### config.mk
export PLATFORM = sky130hd
export DESIGN_NAME = ship_tracker
export DESIGN_NICKNAME = d
export VERILOG_FILES = /design/src/rtl/ship_tracker.sv
export SDC_FILE = /design/constraint.sdc
export NUM_CORES = 1
export LEC_CHECK = 0
export ABC_AREA = 1
export CORE_MARGIN = 8
export CORE_UTILIZATION = 59
export CTS_BUF_LIST = sky130_fd_sc_hd__clkbuf_16
export CTS_CLUSTER_SIZE = 10
export DETAILED_ROUTE_END_ITERATION = 8
export HOLD_SLACK_MARGIN = 0.02
export PLACE_DENSITY = 0.86
export SYNTH_ARGS = -nofsm -noshare
export SYNTH_HDL_FRONTEND = slang
export SYNTH_SLANG_ARGS = --single-unit
### constraint.sdc
create_clock -name clock -period 3.3 [get_ports clock]
set_input_delay 0.99 -clock clock [delete_from_list [all_inputs] [get_ports clock]]
set_output_delay 0.99 -clock clock [all_outputs]
set_load 0.005 [all_outputs]
### src/rtl/ship_tracker.sv
// Single-ship tracker: run-time placement, registered hit/nearmiss/miss scoring and damage mask.
// Optional shot statistics are enabled with the SHIP_TRACKER_STATS_EN macro.
module ship_tracker #(
   parameter int COORD_W  = 4,
   parameter int GRID_MAX = 10,
   parameter int SHIP_LEN = 2
) (
   input  logic                            clock,
   input  logic                            reset_L,
   input  logic                            place,
   input  logic [COORD_W-1:0]              place_x,
   input  logic [COORD_W-1:0]              place_y,
   input  logic                            place_vert,
   input  logic                            shot_valid,
   input  logic [COORD_W-1:0]              shot_x,
   input  logic [COORD_W-1:0]              shot_y,
   output logic                            hit,
   output logic                            nearmiss,
   output logic                            miss,
   output logic                            repeat_hit,
   output logic                            place_err,
   output logic                            sunk,
`ifdef SHIP_TRACKER_STATS_EN
   output logic [7:0]                      shots_taken,
   output logic [7:0]                      first_hit_shot,
`endif
   output logic [$clog2(SHIP_LEN+1)-1:0]   hit_count
);

   localparam int CW1  = COORD_W + 1;
   localparam int HC_W = $clog2(SHIP_LEN + 1);
   localparam logic [CW1-1:0] LIMIT  = CW1'(GRID_MAX - 1);
   localparam logic [CW1-1:0] LEN_M1 = CW1'(SHIP_LEN - 1);

   typedef enum logic [1:0] {S_IDLE = 2'd0, S_ARMED = 2'd1, S_SUNK = 2'd2} state_t;

   state_t               state_q, state_d;
   logic [COORD_W-1:0]   anchor_x_q, anchor_x_d, anchor_y_q, anchor_y_d;
   logic                 vert_q, vert_d;
   logic [SHIP_LEN-1:0]  mask_q, mask_d;
   logic [HC_W-1:0]      hit_count_q, hit_count_d;
   logic                 hit_q, hit_d, near_q, near_d, miss_q, miss_d;
   logic                 rep_q, rep_d, perr_q, perr_d;
`ifdef SHIP_TRACKER_STATS_EN
   logic [7:0]           shots_q, shots_d, first_q, first_d, shots_inc_s;
`endif

   logic [CW1-1:0]       sx_s, sy_s, cx_s, cy_s, dx_s, dy_s, far_x_s, far_y_s;
   logic [SHIP_LEN-1:0]  cell_hit_s;
   logic                 off_grid_s, adj_s, is_hit_s, is_rep_s, is_near_s, place_ok_s;

   // Score the incoming shot against every ship cell; distances are unsigned with no wrap.
   always_comb begin
      sx_s       = {1'b0, shot_x};
      sy_s       = {1'b0, shot_y};
      cx_s       = '0;
      cy_s       = '0;
      dx_s       = '0;
      dy_s       = '0;
      cell_hit_s = '0;
      adj_s      = 1'b0;
      off_grid_s = (sx_s > LIMIT) || (sy_s > LIMIT);
      for (int i = 0; i < SHIP_LEN; i++) begin
         cx_s = {1'b0, anchor_x_q} + (vert_q ? CW1'(0) : CW1'(i));
         cy_s = {1'b0, anchor_y_q} + (vert_q ? CW1'(i) : CW1'(0));
         dx_s = (sx_s >= cx_s) ? (sx_s - cx_s) : (cx_s - sx_s);
         dy_s = (sy_s >= cy_s) ? (sy_s - cy_s) : (cy_s - sy_s);
         if ((dx_s == CW1'(0)) && (dy_s == CW1'(0))) begin
            cell_hit_s[i] = 1'b1;
         end else begin
            cell_hit_s[i] = 1'b0;
         end
         if ((dx_s <= CW1'(1)) && (dy_s <= CW1'(1))) begin
            adj_s = 1'b1;
         end else begin
            adj_s = adj_s;
         end
      end
      is_hit_s  = (|cell_hit_s) && !off_grid_s;
      is_rep_s  = |(cell_hit_s & mask_q);
      is_near_s = adj_s && !is_hit_s && !off_grid_s;
      // Far cell computed one bit wider so an anchor near the top cannot wrap into range.
      far_x_s    = {1'b0, place_x} + (place_vert ? CW1'(0) : LEN_M1);
      far_y_s    = {1'b0, place_y} + (place_vert ? LEN_M1 : CW1'(0));
      place_ok_s = (far_x_s <= LIMIT) && (far_y_s <= LIMIT);
   end

`ifdef SHIP_TRACKER_STATS_EN
   assign shots_inc_s = (shots_q == 8'd255) ? 8'd255 : (shots_q + 8'd1);
`endif

   // Next-state: placement has priority over a shot in the same cycle.
   always_comb begin
      state_d     = state_q;
      anchor_x_d  = anchor_x_q;
      anchor_y_d  = anchor_y_q;
      vert_d      = vert_q;
      mask_d      = mask_q;
      hit_count_d = hit_count_q;
      hit_d       = 1'b0;
      near_d      = 1'b0;
      miss_d      = 1'b0;
      rep_d       = 1'b0;
      perr_d      = 1'b0;
`ifdef SHIP_TRACKER_STATS_EN
      shots_d     = shots_q;
      first_d     = first_q;
`endif
      if (place) begin
         if (place_ok_s) begin
            anchor_x_d  = place_x;
            anchor_y_d  = place_y;
            vert_d      = place_vert;
            mask_d      = '0;
            hit_count_d = '0;
            state_d     = S_ARMED;
`ifdef SHIP_TRACKER_STATS_EN
            shots_d     = 8'd0;
            first_d     = 8'd0;
`endif
         end else begin
            perr_d = 1'b1;
         end
      end else if (shot_valid && (state_q != S_IDLE)) begin
`ifdef SHIP_TRACKER_STATS_EN
         shots_d = shots_inc_s;
         if (is_hit_s && (first_q == 8'd0)) begin
            first_d = shots_inc_s;
         end else begin
            first_d = first_q;
         end
`endif
         if (is_hit_s) begin
            hit_d = 1'b1;
            if (is_rep_s) begin
               rep_d = 1'b1;
            end else begin
               mask_d      = mask_q | cell_hit_s;
               hit_count_d = hit_count_q + HC_W'(1);
               if (&(mask_q | cell_hit_s)) begin
                  state_d = S_SUNK;
               end else begin
                  state_d = state_q;
               end
            end
         end else if (is_near_s) begin
            near_d = 1'b1;
         end else begin
            miss_d = 1'b1;
         end
      end else begin
         state_d = state_q;
      end
   end

   // State, ship position, damage and output pulse registers.
   always_ff @(posedge clock or negedge reset_L) begin
      if (!reset_L) begin
         state_q     <= S_IDLE;
         anchor_x_q  <= '0;
         anchor_y_q  <= '0;
         vert_q      <= 1'b0;
         mask_q      <= '0;
         hit_count_q <= '0;
         hit_q       <= 1'b0;
         near_q      <= 1'b0;
         miss_q      <= 1'b0;
         rep_q       <= 1'b0;
         perr_q      <= 1'b0;
`ifdef SHIP_TRACKER_STATS_EN
         shots_q     <= 8'd0;
         first_q     <= 8'd0;
`endif
      end else begin
         state_q     <= state_d;
         anchor_x_q  <= anchor_x_d;
         anchor_y_q  <= anchor_y_d;
         vert_q      <= vert_d;
         mask_q      <= mask_d;
         hit_count_q <= hit_count_d;
         hit_q       <= hit_d;
         near_q      <= near_d;
         miss_q      <= miss_d;
         rep_q       <= rep_d;
         perr_q      <= perr_d;
`ifdef SHIP_TRACKER_STATS_EN
         shots_q     <= shots_d;
         first_q     <= first_d;
`endif
      end
   end

   assign hit        = hit_q;
   assign nearmiss   = near_q;
   assign miss       = miss_q;
   assign repeat_hit = rep_q;
   assign place_err  = perr_q;
   assign sunk       = (state_q == S_SUNK);
   assign hit_count  = hit_count_q;
`ifdef SHIP_TRACKER_STATS_EN
   assign shots_taken    = shots_q;
   assign first_hit_shot = first_q;
`endif

endmodule

; Word-level counts from Yosys, hierarchy flattened
; Index checks and enable logic that the tools add are counted.
[classes]
bitwise = 2
n_mux = 44
n_eq_ne = 3
magnitude_cmp = 12
n_addsub = 13
n_reduce_logical = 26
[op_table]
columns = operator, count
row1 = $mux W2, 15
row2 = $mux W1, 25
row3 = $add A4 B1 Y5, 4
row4 = $le A5 B1 Y1 const B, 4
row5 = $logic_not A5 Y1, 4
row6 = $mux W5, 4
row7 = $sub A4 B4 Y5, 4
row8 = $ge A4 B5 Y1, 2
row9 = $le A5 B4 Y1 const B, 2
row10 = $sub A4 B5 Y5, 2
row11 = $sub A5 B4 Y5, 2
row12 = $logic_and A1 B1 Y1, 9
row13 = $ge A4 B4 Y1, 2
row14 = $gt A4 B4 Y1 const B, 2
row15 = $reduce_bool A2 Y1, 4
row16 = $reduce_and A5 Y1, 1
row17 = $reduce_and A2 Y1, 2
row18 = $reduce_and A4 Y1, 1
row19 = $reduce_or A2 Y1, 2
row20 = $add A2 B1 Y2 const B, 1
row21 = $and A2 B2 Y2, 1
row22 = $eq A2 B2 Y1 const B, 1
row23 = $logic_not A1 Y1, 2
row24 = $ne A2 B1 Y1 const B, 1
row25 = 3 further kinds, 3
[totals]
reg_bits = 20
in_bits = 21

; Logic depth before layout (Yosys ltp)
[logic_depth]
depth_word = 16
depth_mapped = 22
depth_no_buf = 22

; Worst setup path before layout
; OpenSTA, ideal clock, no wires.
[synth_path]
kind = input -> register
start = input shot_x[0]
end = register hit_count_q[0] (netlist: hit_count[0])
path_buffers = 0
setup_slack_ps = 456
cell_stages = 17
t_required_ps = 3182
arrival_time_ps = 2727
cell_sequence = ha_1 -> fa_1 -> or2_0 -> nand2_1 -> nand2_1 -> nand2_1 -> nand2_1 -> nand2_1 -> nand2_1 -> nor2_4 -> nand2_4 -> nand2_4 -> nand2_4 -> nand2_8 -> nand3_4 -> nand2_1 -> nand2_1
[synth_via]
elab_chain_cells = 9
word_cells_on_any_way = 24
[synth_rtl]
columns = element, line_no
row1 = "start, declared", 15  ; input logic [COORD_W-1:0] shot_x,
row2 = $sub A5 B4 Y5 (tied with other cells), 66  ; dx_s = (sx_s >= cx_s) ? (sx_s - cx_s) : (cx_s - sx_s);
row3 = $mux W5, 66
row4 = $logic_not A5 Y1, 68  ; if ((dx_s == CW1'(0)) && (dy_s == CW1'(0))) begin
row5 = $logic_and A1 B1 Y1, 68
row6 = $mux W1, 68
row7 = $and A2 B2 Y2 or $reduce_or A2 Y1 (tied branches), "80, 79"
row8 = $reduce_or A2 Y1 or $logic_and A1 B1 Y1 (tied branches), "80, 79"
row9 = $ne A2 B2 Y1 (no source line) or $reduce_bool A2 Y1 (tied branches), -
row10 = $reduce_and A4 Y1 (no source line) *, -
row11 = "end signal, assigned", 180  ; hit_count_q <= hit_count_d;
row12 = "end, declared", 41  ; logic [HC_W-1:0] hit_count_q, hit_count_d;
; Every way passes the cells marked *; elsewhere a longest branch is shown, timed or not.
; A chain may end at the register's enable or synchronous reset.

; Worst setup path in the final report
[layout_path]
start = input shot_y[3]
end = register state_q[1]
[layout_via]
elab_chain_cells = 9
word_cells_on_any_way = 27
[layout_rtl]
columns = element, line_no
row1 = "start, declared", 16  ; input logic [COORD_W-1:0] shot_y,
row2 = $sub A5 B4 Y5 (tied with other cells), 67  ; dy_s = (sy_s >= cy_s) ? (sy_s - cy_s) : (cy_s - sy_s);
row3 = $mux W5, 67
row4 = $logic_not A5 Y1, 68
row5 = $logic_and A1 B1 Y1, 68
row6 = $mux W1, 68
row7 = $and A2 B2 Y2 (tied with other cells), 80  ; is_rep_s = |(cell_hit_s & mask_q);
row8 = $reduce_or A2 Y1 (tied with other cells), 80
row9 = $ne A2 B2 Y1 (no source line) or $reduce_bool A2 Y1 (tied branches), -
row10 = $reduce_and A5 Y1 (no source line) *, -
row11 = "end signal, assigned", 175  ; state_q <= state_d;
row12 = "end, declared", 37  ; state_t state_q, state_d;
; Marked as above.

==> results.md <==
- The run finished with clean final reports.
- The setup TNS is 0 ns.
- The row count is 25.
- The number of routed nets with antenna violations is 0.
- Including well taps, the total number of placed cells is 514.
- The wire length on met2 is 3830 um.
- The number of placed I/O pins is 29.
- In this run, synthesis inferred 0 flip-flops with an integrated enable.
- CTS placed an instance of sky130_fd_sc_hd__clkbuf_16 at the clock tree root.
- The via total after detailed routing is 2,947.
- After floorplanning, the core was sized to cover 4690 um2.
- The count of yosys warnings during synthesis is 0.
- Timing would allow up to 0.308 GHz.
- The final critical path takes up 98.3% of the cycle.
- The detailed-routing wirelength on met1 is 3170 um.
- With fillers left out, the area of the finished cells amounts to 3680 um2.
- For the pin with the worst max-slew slack, the measured transition is 0.909 ns.
- The clock-pin transition on the worst setup and hold timing paths is 0.06 ns.
- The most used flip-flop cell after synthesis is sky130_fd_sc_hd__dfrtp_1.
- In this run the worst path has a maximum fanout of 4.
- The initial antenna violation count was 0.
- The worst-case IR drop observed on VDD is 0.380 mV.
- The total overflow left after global routing is 0.
- The ratio of total power to cell area is 603 nW/um2.
- The repair_antennas step left the layout with diodes totalling 0.
- The leakage power total is 1.97 nW.
- The clock passes through at most 2 buffers.
- The number of nets in the synthesized netlist is 478.
- The detailed router finished its first iteration with 240 violations.
- Subtracting the final worst setup slack from the clock period gives 3.24 ns.
- In this run the number of H-tree levels came out at 1.
- Data on the critical path arrives at its endpoint at 3.39 ns.
- The count of final max-slew check failures was 0.
- The library cells used most frequently in the layout, excluding fill and tap cells, are sky130_fd_sc_hd__nand2_1, sky130_fd_sc_hd__inv_1, sky130_fd_sc_hd__buf_4.
- The global-route total usage across every layer is 20.1%.
- The count of input and output buffers is 28.
- The total clock sinks is 20.
- The critical path is of the in2reg type.
- The total clock buffers created by CTS is 3.
- The type of element launching the critical path is an input pin.
- Hold repair after CTS inserted 0 buffers.
- For the worst setup path, the data required time is 3.44 ns.
- Counting flops and latches in the post-synthesis netlist gives 20.
- The vertical die dimension is 85.7 um.
- The detailed-route wire length is 7800 um.
- After detailed routing, the number of vias per cell comes to 5.65.
- Headroom to the max-slew limit came out at 39.2%.
- In the final layout, the share of cells above drive strength 1 is 20.5%.
- The class of the most critical hold timing path is reg2reg.
- The pin count of the biggest net entering global routing is 21.
- Compared with the post-synthesis result, the final layout area differs by 28.5%.
- The sequential area share after synthesis is 17.5%.
- The share of the core filled with cells in the final layout is 78.4%.
- The average cell area after synthesis is 7.03 um2.
- For the final database, setup skew stands at 0.00295 ns.
- The iteration count of the initial detailed-routing pass is 5.
- The floorplan die area is 7340 um2.
- In this run, distinct cell masters in the synthesized netlist total 40.
- The first global-routing pass estimated 12,300 um of wire.
- After detailed routing, the met3 layer carries 468 um of wire.
- For this run, design rule violations remaining after detail routing come to 0.
- The effective utilization at floorplan is 61.0%.
- The combined area of all synthesized cells is 2860 um2.
- Max-cap violations in this run came to 0.
- The library cell used most frequently in the layout, excluding fill and tap cells, is sky130_fd_sc_hd__nand2_1.
- The finished layout holds 522 standard cells, fillers aside.
- The proportion of synthesized flip-flops having asynchronous set or reset is 100%.
- The average wire length per cell after detail routing is 14.9 um.
- The number of global-route vias before repair is 2,793.
- The count of endpoints failing setup in the final report is 0.
- The post-placement cell area is 3400 um2.
- The worst setup path is captured at a register.
- Once detailed placement completed, the half-perimeter wirelength came to 5680 um.
- Routability-driven placement finished with a final weighted congestion of 0.926.
- The cell count after synthesis came out at 407.
- The die outline width is 85.7 um.
- The number of nets at the end of the flow is 540.
- The clock latency reported for the late side of the worst-skew pair is 0.25 ns.
- The detailed router used layers up to and including met4.
- The CTS tree is built.
- The number of hold-slack violations in the final timing report is 0.
-- through the flow --
stage / power, W / setup slack (ns) / hold slack (ns)
floorplan: 0.00132 / 0.456 / 0.457
global placement: 0.00166 / -0.167 / 0.484
detailed placement: 0.00171 / -0.257 / 0.486
CTS: 0.00208 / 0.0184 / 0.500
global route: 0.00241 / -0.0840 / 0.520
finish: 0.00222 / 0.0554 / 0.502
-- state kept, by name, indices dropped and copies added (netlist names), 2 cells and up --
signal and flops:
anchor_x_q 4, anchor_y_q 4, mask_q 2, state_q 2, hit_count 2
-- routing by layer --
layer  GRT usage [%]  vias to the layer above
li1                -                     1410
met5               0                        -
met3            2.58                       39
met1            23.4                     1358
met4            9.39                        0
met2            35.4                      140
-- power breakdown --
group          switching, W  internal (W)
sequential        0.0000567      0.000286
combinational      0.000859      0.000679
clock             0.0000962      0.000241
total               0.00101       0.00121
-- logic make-up after synthesis --
kind of cell / after synthesis / synth area share (%)
simple gates: 203 / 33.9
buf+inv: 74 / 10.8
fa+ha+maj: 50 / 24.0
compound gates: 47 / 9.88
flops: 20 / 17.5
xor+xnor: 13 / 3.98
-- critical path, cell delays in order --
cell                              delay (ns)
sky130_fd_sc_hd__clkdlybuf4s50_1        0.48
sky130_fd_sc_hd__inv_1                  0.09
sky130_fd_sc_hd__ha_1                   0.36
sky130_fd_sc_hd__nand2_1                0.10
sky130_fd_sc_hd__or2_1                  0.24
sky130_fd_sc_hd__nand2_1                0.07
sky130_fd_sc_hd__nand2_1                0.05
sky130_fd_sc_hd__nand2_1                0.07
sky130_fd_sc_hd__nand3_1                0.08
sky130_fd_sc_hd__nand2_1                0.07
sky130_fd_sc_hd__inv_2                  0.04
sky130_fd_sc_hd__nor2_4                 0.14
sky130_fd_sc_hd__nand2_4                0.09
sky130_fd_sc_hd__nand2_1                0.08
sky130_fd_sc_hd__nand3_1                0.09
sky130_fd_sc_hd__nand2_1                0.14
sky130_fd_sc_hd__nand3_2                0.09
sky130_fd_sc_hd__nand2_1                0.07
sky130_fd_sc_hd__nand2_1                0.05
-- Yosys cell counts, types with 3 or more instances --
master / number / area, um2
sky130_fd_sc_hd__o21ai_0: 12 / 60.1
sky130_fd_sc_hd__nor2_2: 3 / 18.8
sky130_fd_sc_hd__ha_1: 42 / 526
sky130_fd_sc_hd__inv_2: 3 / 11.3
sky130_fd_sc_hd__nand2_1: 104 / 390
sky130_fd_sc_hd__inv_1: 62 / 233
sky130_fd_sc_hd__xor2_1: 8 / 70.1
sky130_fd_sc_hd__nor2_1: 28 / 105
sky130_fd_sc_hd__nand3_1: 32 / 160
sky130_fd_sc_hd__buf_6: 3 / 33.8
sky130_fd_sc_hd__xnor2_1: 5 / 43.8
sky130_fd_sc_hd__nand4_1: 8 / 50.1
sky130_fd_sc_hd__fa_1: 8 / 160
sky130_fd_sc_hd__dfrtp_1: 20 / 500
sky130_fd_sc_hd__nand2_2: 10 / 62.6
sky130_fd_sc_hd__nand2_4: 5 / 56.3
sky130_fd_sc_hd__a21oi_1: 22 / 110
-- timing repair --
item                       in CTS  in global routing
resized for setup               4                 32
pin swaps                       3                  9
buffers inserted                2                  2
setup endpoints to repair       6                  9
-- worst paths after layout --
| kind | startpoint | endpoint | slack [ns] | cells after the start |
|---|---|---|---|---|
| worst max register to register | anchor_y_q[0]$_DFFE_PN0P_ | state_q[1]$_DFFE_PN0P_ | 0.16 | 19 |
| worst min register to register | state_q[1]$_DFFE_PN0P_ | state_q[1]$_DFFE_PN0P_ | 0.50 | 2 |
| min in group asynchronous | reset_L | miss$_DFF_PN0_ | 1.25 | 1 |
| worst max-delay path | shot_y[3] | state_q[1]$_DFFE_PN0P_ | 0.06 | 19 |
| worst min-delay path | state_q[1]$_DFFE_PN0P_ | state_q[1]$_DFFE_PN0P_ | 0.50 | 2 |
| max in group asynchronous | reset_L | state_q[0]$_DFFE_PN0P_ | 1.50 | 1 |
-- layout make-up --
cell class                      instances  area [um2]
Timing Repair Buffer                   65         567
Inverter                               66         254
Sequential cell                        20         500
Clock inverter                          1        30.0
Fill cell                             307        1010
Clock buffer                            3        75.1
Tap cell                               54        67.6
Multi-Input combinational cell        313        2180
Note: power is estimated with default switching activity, not from simulation.
